**config.mk**
```make
export PLATFORM = sky130hd
export DESIGN_NAME = axil_master_ctrl
export DESIGN_NICKNAME = d
export VERILOG_FILES = /design/src/rtl/axil_master_ctrl.sv
export SDC_FILE = /design/constraint.sdc
export NUM_CORES = 1
export LEC_CHECK = 0
export ABC_CLOCK_PERIOD_IN_PS = 2800
export CORE_UTILIZATION = 43
export CTS_CLUSTER_DIAMETER = 100
export DETAILED_ROUTE_END_ITERATION = 8
export PLACE_DENSITY_LB_ADDON = 0.08
export SLEW_MARGIN = 40
export SYNTH_ARGS = -nofsm -noshare
export SYNTH_HDL_FRONTEND = slang
export SYNTH_SLANG_ARGS = --single-unit
```
**constraint.sdc**
```tcl
create_clock -name M_AXI_ACLK -period 2.8 [get_ports M_AXI_ACLK]
set_input_delay 0.84 -clock M_AXI_ACLK [delete_from_list [all_inputs] [get_ports M_AXI_ACLK]]
set_output_delay 0.84 -clock M_AXI_ACLK [all_outputs]
set_load 0.03 [all_outputs]
```
**src/rtl/axil_master_ctrl.sv**
```systemverilog
// Single-outstanding AXI4-Lite master: turns one command into one AXI read or write
// and returns one response. Optional stall watchdog under AXIL_MASTER_TIMEOUT_EN.
module axil_master_ctrl #(
    parameter int TIMEOUT_CYCLES = 1024
) (
    input  logic        M_AXI_ACLK,
    input  logic        M_AXI_ARESETN,
    // command
    input  logic        cmd_valid,
    output logic        cmd_ready,
    input  logic        cmd_write,
    input  logic [31:0] cmd_addr,
    input  logic [31:0] cmd_wdata,
    input  logic [3:0]  cmd_wstrb,
    // response
    output logic        rsp_valid,
    input  logic        rsp_ready,
    output logic [31:0] rsp_rdata,
    output logic [1:0]  rsp_resp,
    output logic        rsp_write,
    // AXI-Lite write channels
    output logic [31:0] M_AXI_AWADDR,
    output logic        M_AXI_AWVALID,
    input  logic        M_AXI_AWREADY,
    output logic [31:0] M_AXI_WDATA,
    output logic [3:0]  M_AXI_WSTRB,
    output logic        M_AXI_WVALID,
    input  logic        M_AXI_WREADY,
    input  logic [1:0]  M_AXI_BRESP,
    input  logic        M_AXI_BVALID,
    output logic        M_AXI_BREADY,
    // AXI-Lite read channels
    output logic [31:0] M_AXI_ARADDR,
    output logic        M_AXI_ARVALID,
    input  logic        M_AXI_ARREADY,
    input  logic [31:0] M_AXI_RDATA,
    input  logic [1:0]  M_AXI_RRESP,
    input  logic        M_AXI_RVALID,
    output logic        M_AXI_RREADY,
    output logic        timeout_flag
);

    typedef enum logic [2:0] {
        IDLE       = 3'd0,
        WADDR_DATA = 3'd1,
        WRESP      = 3'd2,
        RADDR      = 3'd3,
        RDATA      = 3'd4,
        RSP        = 3'd5
    } state_t;

    state_t      r_state, w_next;
    logic        r_awvalid, r_wvalid, r_arvalid;
    logic [31:0] r_addr, r_wdata, r_rdata;
    logic [3:0]  r_wstrb;
    logic [1:0]  r_resp;
    logic        r_write;
    logic        w_accept;
    logic        w_aw_done, w_w_done;

    assign w_accept  = cmd_valid & cmd_ready;
    // A channel is finished once its VALID has dropped or is handshaking now.
    assign w_aw_done = ~r_awvalid | M_AXI_AWREADY;
    assign w_w_done  = ~r_wvalid  | M_AXI_WREADY;

    always_ff @(posedge M_AXI_ACLK or negedge M_AXI_ARESETN) begin
        if (!M_AXI_ARESETN) r_state <= IDLE;
        else                r_state <= w_next;
    end

    always_comb begin
        w_next       = r_state;
        cmd_ready    = 1'b0;
        M_AXI_BREADY = 1'b0;
        M_AXI_RREADY = 1'b0;
        rsp_valid    = 1'b0;
        case (r_state)
            IDLE: begin
                cmd_ready = 1'b1;
                if (cmd_valid) w_next = cmd_write ? WADDR_DATA : RADDR;
            end
            WADDR_DATA: if (w_aw_done && w_w_done) w_next = WRESP;
            WRESP: begin
                M_AXI_BREADY = 1'b1;
                if (M_AXI_BVALID) w_next = RSP;
            end
            RADDR: if (M_AXI_ARREADY) w_next = RDATA;
            RDATA: begin
                M_AXI_RREADY = 1'b1;
                if (M_AXI_RVALID) w_next = RSP;
            end
            RSP: begin
                rsp_valid = 1'b1;
                if (rsp_ready) w_next = IDLE;
            end
            default: w_next = IDLE;
        endcase
    end

    // VALIDs are registered so they never see READY combinationally.
    always_ff @(posedge M_AXI_ACLK or negedge M_AXI_ARESETN) begin
        if (!M_AXI_ARESETN) begin
            r_awvalid <= 1'b0;
            r_wvalid  <= 1'b0;
            r_arvalid <= 1'b0;
            r_addr    <= '0;
            r_wdata   <= '0;
            r_wstrb   <= '0;
            r_write   <= 1'b0;
            r_rdata   <= '0;
            r_resp    <= '0;
        end else begin
            if (w_accept) begin
                r_addr    <= cmd_addr;
                r_wdata   <= cmd_wdata;
                r_wstrb   <= cmd_wstrb;
                r_write   <= cmd_write;
                r_awvalid <= cmd_write;
                r_wvalid  <= cmd_write;
                r_arvalid <= ~cmd_write;
            end else begin
                if (r_awvalid && M_AXI_AWREADY) r_awvalid <= 1'b0;
                if (r_wvalid  && M_AXI_WREADY)  r_wvalid  <= 1'b0;
                if (r_arvalid && M_AXI_ARREADY) r_arvalid <= 1'b0;
            end
            if (r_state == WRESP && M_AXI_BVALID) begin
                r_rdata <= '0;
                r_resp  <= M_AXI_BRESP;
            end
            if (r_state == RDATA && M_AXI_RVALID) begin
                r_rdata <= M_AXI_RDATA;
                r_resp  <= M_AXI_RRESP;
            end
        end
    end

    assign M_AXI_AWADDR  = r_addr;
    assign M_AXI_ARADDR  = r_addr;
    assign M_AXI_WDATA   = r_wdata;
    assign M_AXI_WSTRB   = r_wstrb;
    assign M_AXI_AWVALID = r_awvalid;
    assign M_AXI_WVALID  = r_wvalid;
    assign M_AXI_ARVALID = r_arvalid;
    assign rsp_rdata     = r_rdata;
    assign rsp_resp      = r_resp;
    assign rsp_write     = r_write;

`ifdef AXIL_MASTER_TIMEOUT_EN
    localparam int CNT_W = $clog2(TIMEOUT_CYCLES + 1);

    logic [CNT_W-1:0] r_to_cnt;
    logic             r_timeout;
    logic             w_busy;

    assign w_busy = (r_state == WADDR_DATA) || (r_state == WRESP) ||
                    (r_state == RADDR)      || (r_state == RDATA);

    // Flag is sticky across the rest of the transaction; only a new command clears it.
    always_ff @(posedge M_AXI_ACLK or negedge M_AXI_ARESETN) begin
        if (!M_AXI_ARESETN) begin
            r_to_cnt  <= '0;
            r_timeout <= 1'b0;
        end else begin
            if (!w_busy)
                r_to_cnt <= '0;
            else if (r_to_cnt != CNT_W'(TIMEOUT_CYCLES))
                r_to_cnt <= r_to_cnt + CNT_W'(1);
            if (w_accept)
                r_timeout <= 1'b0;
            else if (w_busy && r_to_cnt == CNT_W'(TIMEOUT_CYCLES - 1))
                r_timeout <= 1'b1;
        end
    end

    assign timeout_flag = r_timeout;
`else
    assign timeout_flag = 1'b0;
`endif

endmodule
```
==> results of run 1 <==
-- kinds of logic after synthesis --
| kind of cell | share of synthesized area, % |
|---|---|
| flip-flops | 56.4 |
| multiplexers | 22.2 |
| buffers and inverters | 10.4 |
| AO/OA/AOI/OAI | 7.53 |
| AND/OR/NAND/NOR | 3.39 |
| other | 0.0776 |
-- metal layers --
layer	global-route usage (%)	wire length [µm]	part of all wire [%]	vias to the layer above
li1	-	-	-	1482
met1	26.0	4740	39	1638
met2	34.2	5950	49	149
met3	7.17	1250	10	14
met4	7.83	154	1.3	0
met5	0	0	0	-
-- worst reg2reg max path, cell delays in order (launching register included) --
cell,delay [ps]
dfrtp_1,550
nor3_4,230
and2_4,180
buf_4,370
mux2_2,390
-- layout by cell type, fill, tap and decap left out, types with 2 or more instances in the layout --
master	Yosys	layout
mux2_4	65	65
and2_1	3	3
dlygate4sd2_1	0	2
dfrtp_1	109	107
inv_1	2	2
dfrtp_2	0	2
mux2_2	5	5
clkbuf_8	0	10
clkinvlp_4	0	2
clkdlybuf4s50_1	0	250
nand3b_1	2	2
buf_12	8	2
o21ai_0	7	7
nand2_1	8	8
nand2b_1	4	4
dlymetal6s2s_1	0	2
mux2i_1	4	4
a21oi_1	2	2
buf_4	38	4
a22o_1	32	32
-- area by class of cell --
type	count	area share (%)
clock buffer	11	1.93
clock inverter	5	0.802
inverter	2	0.102
multi-input combinational	145	21.9
sequential	109	37.2
tap	140	2.39
timing repair buffer	260	35.7
-- synthesized netlist by cell type --
cell type / n
mux2_4: 65
nand2b_1: 4
nand3b_1: 2
inv_1: 2
buf_12: 8
a221oi_2: 1
nor2_1: 1
a21oi_1: 2
nor2b_1: 1
nor2b_2: 1
nand2_1: 8
a22o_1: 32
buf_2: 1
and2_1: 3
o21a_1: 1
mux2_2: 5
dfrtp_1: 109
and4bb_2: 1
nor3b_2: 1
o21ai_0: 7
a2111oi_0: 1
mux2i_1: 4
and3_1: 1
buf_4: 38
a21o_1: 1
buf_6: 4
conb_1: 1
and2_4: 1
nor3_4: 1
-- worst max path at each step --
stage	endpoint	cells past startpoint
floorplan	M_AXI_BREADY	3
global placement	rsp_rdata[19]$_DFFE_PN0P_	4
detailed placement	M_AXI_RREADY	2
CTS	rsp_valid	3
global route	M_AXI_BREADY	3
finish	M_AXI_RREADY	2
-- through the flow --
step	cells	hold slack [ps]	worst slack, ps	util [%]
finish	672	450	234	67.4
global route	672	486	99.1	67.4
CTS	672	455	8.71	67.3
detailed placement	656	481	339	65.5
global placement	656	483	309	65.5
floorplan	307	544	908	-
-- where the power goes --
part / internal, mW / switching [mW] / total [mW]
logic: 2.92 / 3.13 / 6.05
clock network: 0.441 / 0.530 / 0.971
registers: 2.35 / 0.567 / 2.92
total: 5.71 / 4.23 / 9.94
-- state kept, by name (all words and copies together), names as in the netlist --
register / flops
M_AXI_ARADDR: 32
M_AXI_WDATA: 32
rsp_rdata: 32
M_AXI_WSTRB: 4
r_state: 3
rsp_resp: 2
M_AXI_ARVALID: 1
M_AXI_AWVALID: 1
M_AXI_WVALID: 1
rsp_write: 1
-- timing repair --
item / in CTS / in global routing
gates resized for setup: 3 / 3
setup buffers: 0 / 0
gates cloned: 0 / 0
setup endpoints to repair: 3 / 2
==> impl_metrics.env, run 1 <==
export IMPL_status="finished clean"
export IMPL_end_kind="primary output"
export IMPL_port_buffers=255
export IMPL_grt_antenna_before_repair=0
export IMPL_r2r_slack_ps=980
export IMPL_crit_type="flip-flop to primary output"
export IMPL_fmax_mhz=390
export IMPL_nets=641
export IMPL_cts_tree="yes"
export IMPL_crit_path_start_kind="flip-flop"
export IMPL_reg2regPathDepth=4
export IMPL_drc=0
export IMPL_die_area_mm2=0.0117
export IMPL_worst_path_largest_cell_delay_ps=550
export IMPL_clock_path_buffers=2
export IMPL_syn_area_per_cell_um2=15.7
export IMPL_ys_warn_count=0
export IMPL_cts_root_buf="clkbuf_8"
export IMPL_critPathSlowestCell="dfrtp_1"
export IMPL_ir_drop_mv=0.736
export IMPL_cp_max_fo=12
export IMPL_finalSetupViolations=0
export IMPL_drtPass1Iterations=4
export IMPL_viasPerCell=4.89
export IMPL_drive_gt1_share_pct=18.8
export IMPL_cap_violations=0
export IMPL_diodes=0
export IMPL_syn_nets=421
export IMPL_synth_top_area_cell="dfrtp_1"
export IMPL_cp_num_buf_inv=1
export IMPL_fp_row_count=38
export IMPL_synthTopCellsByArea="dfrtp_1, mux2_4, buf_4, a22o_1, buf_12"
export IMPL_worstPathRequired_ps=1960
export IMPL_io_pins=257
export IMPL_insertion_delay_ps=370
export IMPL_h_tree_depth=3
export IMPL_hpwl_mm=8.96
export IMPL_numCtsBuffers=9
export IMPL_r2r_start="r_state[0]$_DFFE_PN0P_"
export IMPL_wl_per_cell_um=18.0
export IMPL_multiInputGateArea_mm2=0.00161
export IMPL_ys_ff_latch=109
export IMPL_cp_top_family="flip-flops"
export IMPL_synth_top_cell_area_share_pct=56.4
export IMPL_first_global_vias=3398
export IMPL_rsz0062_at_grt="no"
export IMPL_fp_dieW_um=108
export IMPL_drt_total_wl_mm=12.1
export IMPL_gp_congestion=0.858
export IMPL_maxSlewViolCount=0
export IMPL_grt_usage_pct=21.1
export IMPL_vias=3283
export IMPL_initial_core_util_pct=44.4
export IMPL_power_total_mw=9.94
export IMPL_path_clk_slew_ps=100
export IMPL_synth_area_mm2=0.00483
export IMPL_area_growth_pct=51.7
export IMPL_power_density_mw_per_mm2=1360
export IMPL_cts_hold_buffers=0
export IMPL_worst_pin_slew_ps=583
export IMPL_slew_headroom_pct=61.1
export IMPL_cp_arrival_ps=1730
export IMPL_syn_inst=307
export IMPL_overflow=0
export IMPL_ys_types=29
export IMPL_crit_start="r_state[0]$_DFFE_PN0P_"
export IMPL_setup_tns_ps=0
export IMPL_fin_area_mm2=0.00733
export IMPL_grt_pass1_wl_mm=18.6
export IMPL_crit_chain="nor3b_2 -> dlygate4sd2_1"
export IMPL_core_area_mm2=0.0109
export IMPL_cts_sinks=109
export IMPL_skew_ps=13.5
export IMPL_yosysSeqAreaShare_pct=56.4
export IMPL_hold_viol=0
export IMPL_min_path_type="input port to asynchronous set/reset pin"
export IMPL_p_leak_nw=3.22
export IMPL_period_share_pct=91.6
export IMPL_grt_max_degree=55
export IMPL_drtAntennaViolNets=0
export IMPL_drt_iter0_markers=97
export IMPL_num_fill_cells=854
export IMPL_die_height_um=108
export IMPL_regArea_mm2=0.00273
export IMPL_timing_rr_end="M_AXI_ARADDR[0]$_DFFE_PN0P_"
export IMPL_min_period_ps=2570
export IMPL_placed_cell_area_mm2=0.00713
Power figures use the tool's default switching activity.
==> run 2, diff against run 1 <==
- CORE_MARGIN: not set -> 2
==> run 2 against run 1 <==
Compared with the run above:
- sequential power is essentially flat
- global-route usage shrank 1.1 points
- setup slack lost 130 ps
- clock skew shrank 8.4 ps
- highest routed layer unchanged
==> impl_metrics.env, run 2 (synthesis results as in run 1) <==
export IMPL_grt_antenna_before_repair=0
export IMPL_dp_cells=659
export IMPL_p_leak_nw=3.24
export IMPL_fp_dieW_um=110
export IMPL_crit_type="flip-flop to primary output"
export IMPL_insertion_delay_ps=360
export IMPL_end_kind="primary output"
export IMPL_grt_usage_pct=20.0
export IMPL_clock_path_buffers=2
export IMPL_period_share_pct=96.1
export IMPL_final_cell_mix="clkdlybuf4s50_1, dfrtp_1, mux2_4, a22o_1, clkbuf_8"
export IMPL_numCtsBuffers=9
export IMPL_port_buffers=255
export IMPL_h_tree_depth=3
export IMPL_drtPass1Iterations=4
export IMPL_critPathCapture="cmd_ready"
export IMPL_hold_viol=0
export IMPL_die_area_mm2=0.0121
export IMPL_p_switching_mw=4.25
export IMPL_crit_start="r_state[0]$_DFFE_PN0P_"
export IMPL_clkPwrFrac_pct=10.2
export IMPL_finalSetupViolations=0
export IMPL_r2r_slack_ps=1000
export IMPL_maxSlewViolCount=0
export IMPL_setup_tns_ps=0
export IMPL_cts_hold_buffers=0
export IMPL_viasPerCell=4.84
export IMPL_drt_total_wl_mm=12.1
export IMPL_cap_violations=0
export IMPL_worst_pin_slew_ps=590
export IMPL_path_clk_slew_ps=100
export IMPL_power_total_mw=10.0
export IMPL_critPathSlowestCell="clkdlybuf4s50_1"
export IMPL_power_density_mw_per_mm2=1360
export IMPL_slew_headroom_pct=60.6
export IMPL_grt_pass1_wl_mm=18.4
export IMPL_status="finished clean"
export IMPL_area_growth_pct=53.2
export IMPL_diodes=0
export IMPL_drc=0
export IMPL_finalNonFillerCells=675
export IMPL_crit_path_start_kind="flip-flop"
export IMPL_grt_max_degree=51
export IMPL_min_period_ps=2690
export IMPL_cts_tree="yes"
export IMPL_num_fill_cells=833
export IMPL_crit_chain="nor3_4 -> clkdlybuf4s50_1"
export IMPL_fp_row_count=38
export IMPL_die_height_um=110
export IMPL_first_global_vias=3398
export IMPL_initial_core_util_pct=44.4
export IMPL_gp_congestion=0.803
export IMPL_drtAntennaViolNets=0
export IMPL_sw_frac_of_total_pct=42.3
export IMPL_r2r_start="r_state[0]$_DFFE_PN0P_"
export IMPL_intPower_mw=5.80
export IMPL_cp_max_fo=12
export IMPL_regArea_mm2=0.00273
export IMPL_ir_drop_mv=0.834
export IMPL_cp_arrival_ps=1850
export IMPL_min_path_type="input port to asynchronous set/reset pin"
export IMPL_rsz0062_at_grt="no"
export IMPL_multiInputGateArea_mm2=0.00161
export IMPL_final_common_cell="clkdlybuf4s50_1"
export IMPL_wl_per_cell_um=17.9
export IMPL_core_area_mm2=0.0109
export IMPL_timing_rr_end="M_AXI_ARADDR[16]$_DFFE_PN0P_"
export IMPL_io_pins=257
export IMPL_fmax_mhz=372
export IMPL_overflow=0
export IMPL_vias=3264
export IMPL_cts_sinks=109
export IMPL_cts_root_buf="clkbuf_8"
export IMPL_drt_iter0_markers=100
export IMPL_reg2regPathDepth=4
export IMPL_seqPwrFrac_pct=29.0
export IMPL_worstPathRequired_ps=1960
export IMPL_drive_gt1_share_pct=19.4
export IMPL_power_frac_comb_pct=60.8
export IMPL_hpwl_mm=9.06
export IMPL_nets=644
export IMPL_worst_path_largest_cell_delay_ps=710
export IMPL_skew_ps=5.09
-- run 2: critical path: cells and delay by family, from the launching register on --
kind          cells  cell delay [ps]
simple gates      1              230
buf+inv           1              710
flops             1              550
-- run 2: worst min-delay path by stage --
stage / from / to / slack [ps] / cells after the start
floorplan: M_AXI_ARESETN / M_AXI_ARADDR[0]$_DFFE_PN0P_ / 540 / 0
global placement: rsp_rdata[18]$_DFFE_PN0P_ / rsp_rdata[18]$_DFFE_PN0P_ / 480 / 1
detailed placement: rsp_rdata[22]$_DFFE_PN0P_ / rsp_rdata[22]$_DFFE_PN0P_ / 480 / 1
CTS: M_AXI_ARESETN / M_AXI_WDATA[23]$_DFFE_PN0P_ / 400 / 1
global route: M_AXI_ARESETN / M_AXI_WDATA[23]$_DFFE_PN0P_ / 400 / 1
finish: M_AXI_ARESETN / M_AXI_WDATA[23]$_DFFE_PN0P_ / 400 / 1
-- run 2: repair_timing --
action	in CTS	in global routing
buffers inserted	0	0
gates resized for setup	3	2
endpoints found under the setup margin	3	1
-- run 2: layer usage --
metal	part of all wire, %	wire length [µm]	track usage [%]	vias to the layer above
met1	39	4720	25.1	1605
met3	10	1230	7.29	8
met5	0	0	0	-
li1	-	-	-	1490
met2	50	6010	33.3	161
met4	0.94	114	4.25	0
-- run 2: power by group through the flow --
| stage | sequential (mW) | clock [mW] | combinational, mW |
|---|---|---|---|
| after floorplan | 4.33 | 0 | 2.64 |
| after global placement | 2.91 | 0 | 6.10 |
| after detailed placement | 2.93 | 0 | 6.16 |
| after CTS | 2.92 | 1.05 | 6.17 |
| after global routing | 3.02 | 1.11 | 6.40 |
| final | 2.92 | 1.02 | 6.11 |
-- run 2: layout make-up --
cell class | count | share of cell area, %
clock buffers | 11 | 2.04
repair buffers | 263 | 36.1
well taps | 140 | 2.36
inverters | 2 | 0.101
clock inverters | 5 | 0.878
multi-input cells | 145 | 21.7
flip-flops and latches | 109 | 36.9
-- run 2: through the flow --
step	utilization, %	instance area, µm²	hold slack [ps]	setup slack, ps
after floorplan	-	4830	544	908
after detailed placement	66.0	7190	484	380
after global routing	68.0	7410	404	9.80
final	68.0	7410	396	109
after global placement	66.0	7190	484	307
after CTS	68.0	7400	401	27.2
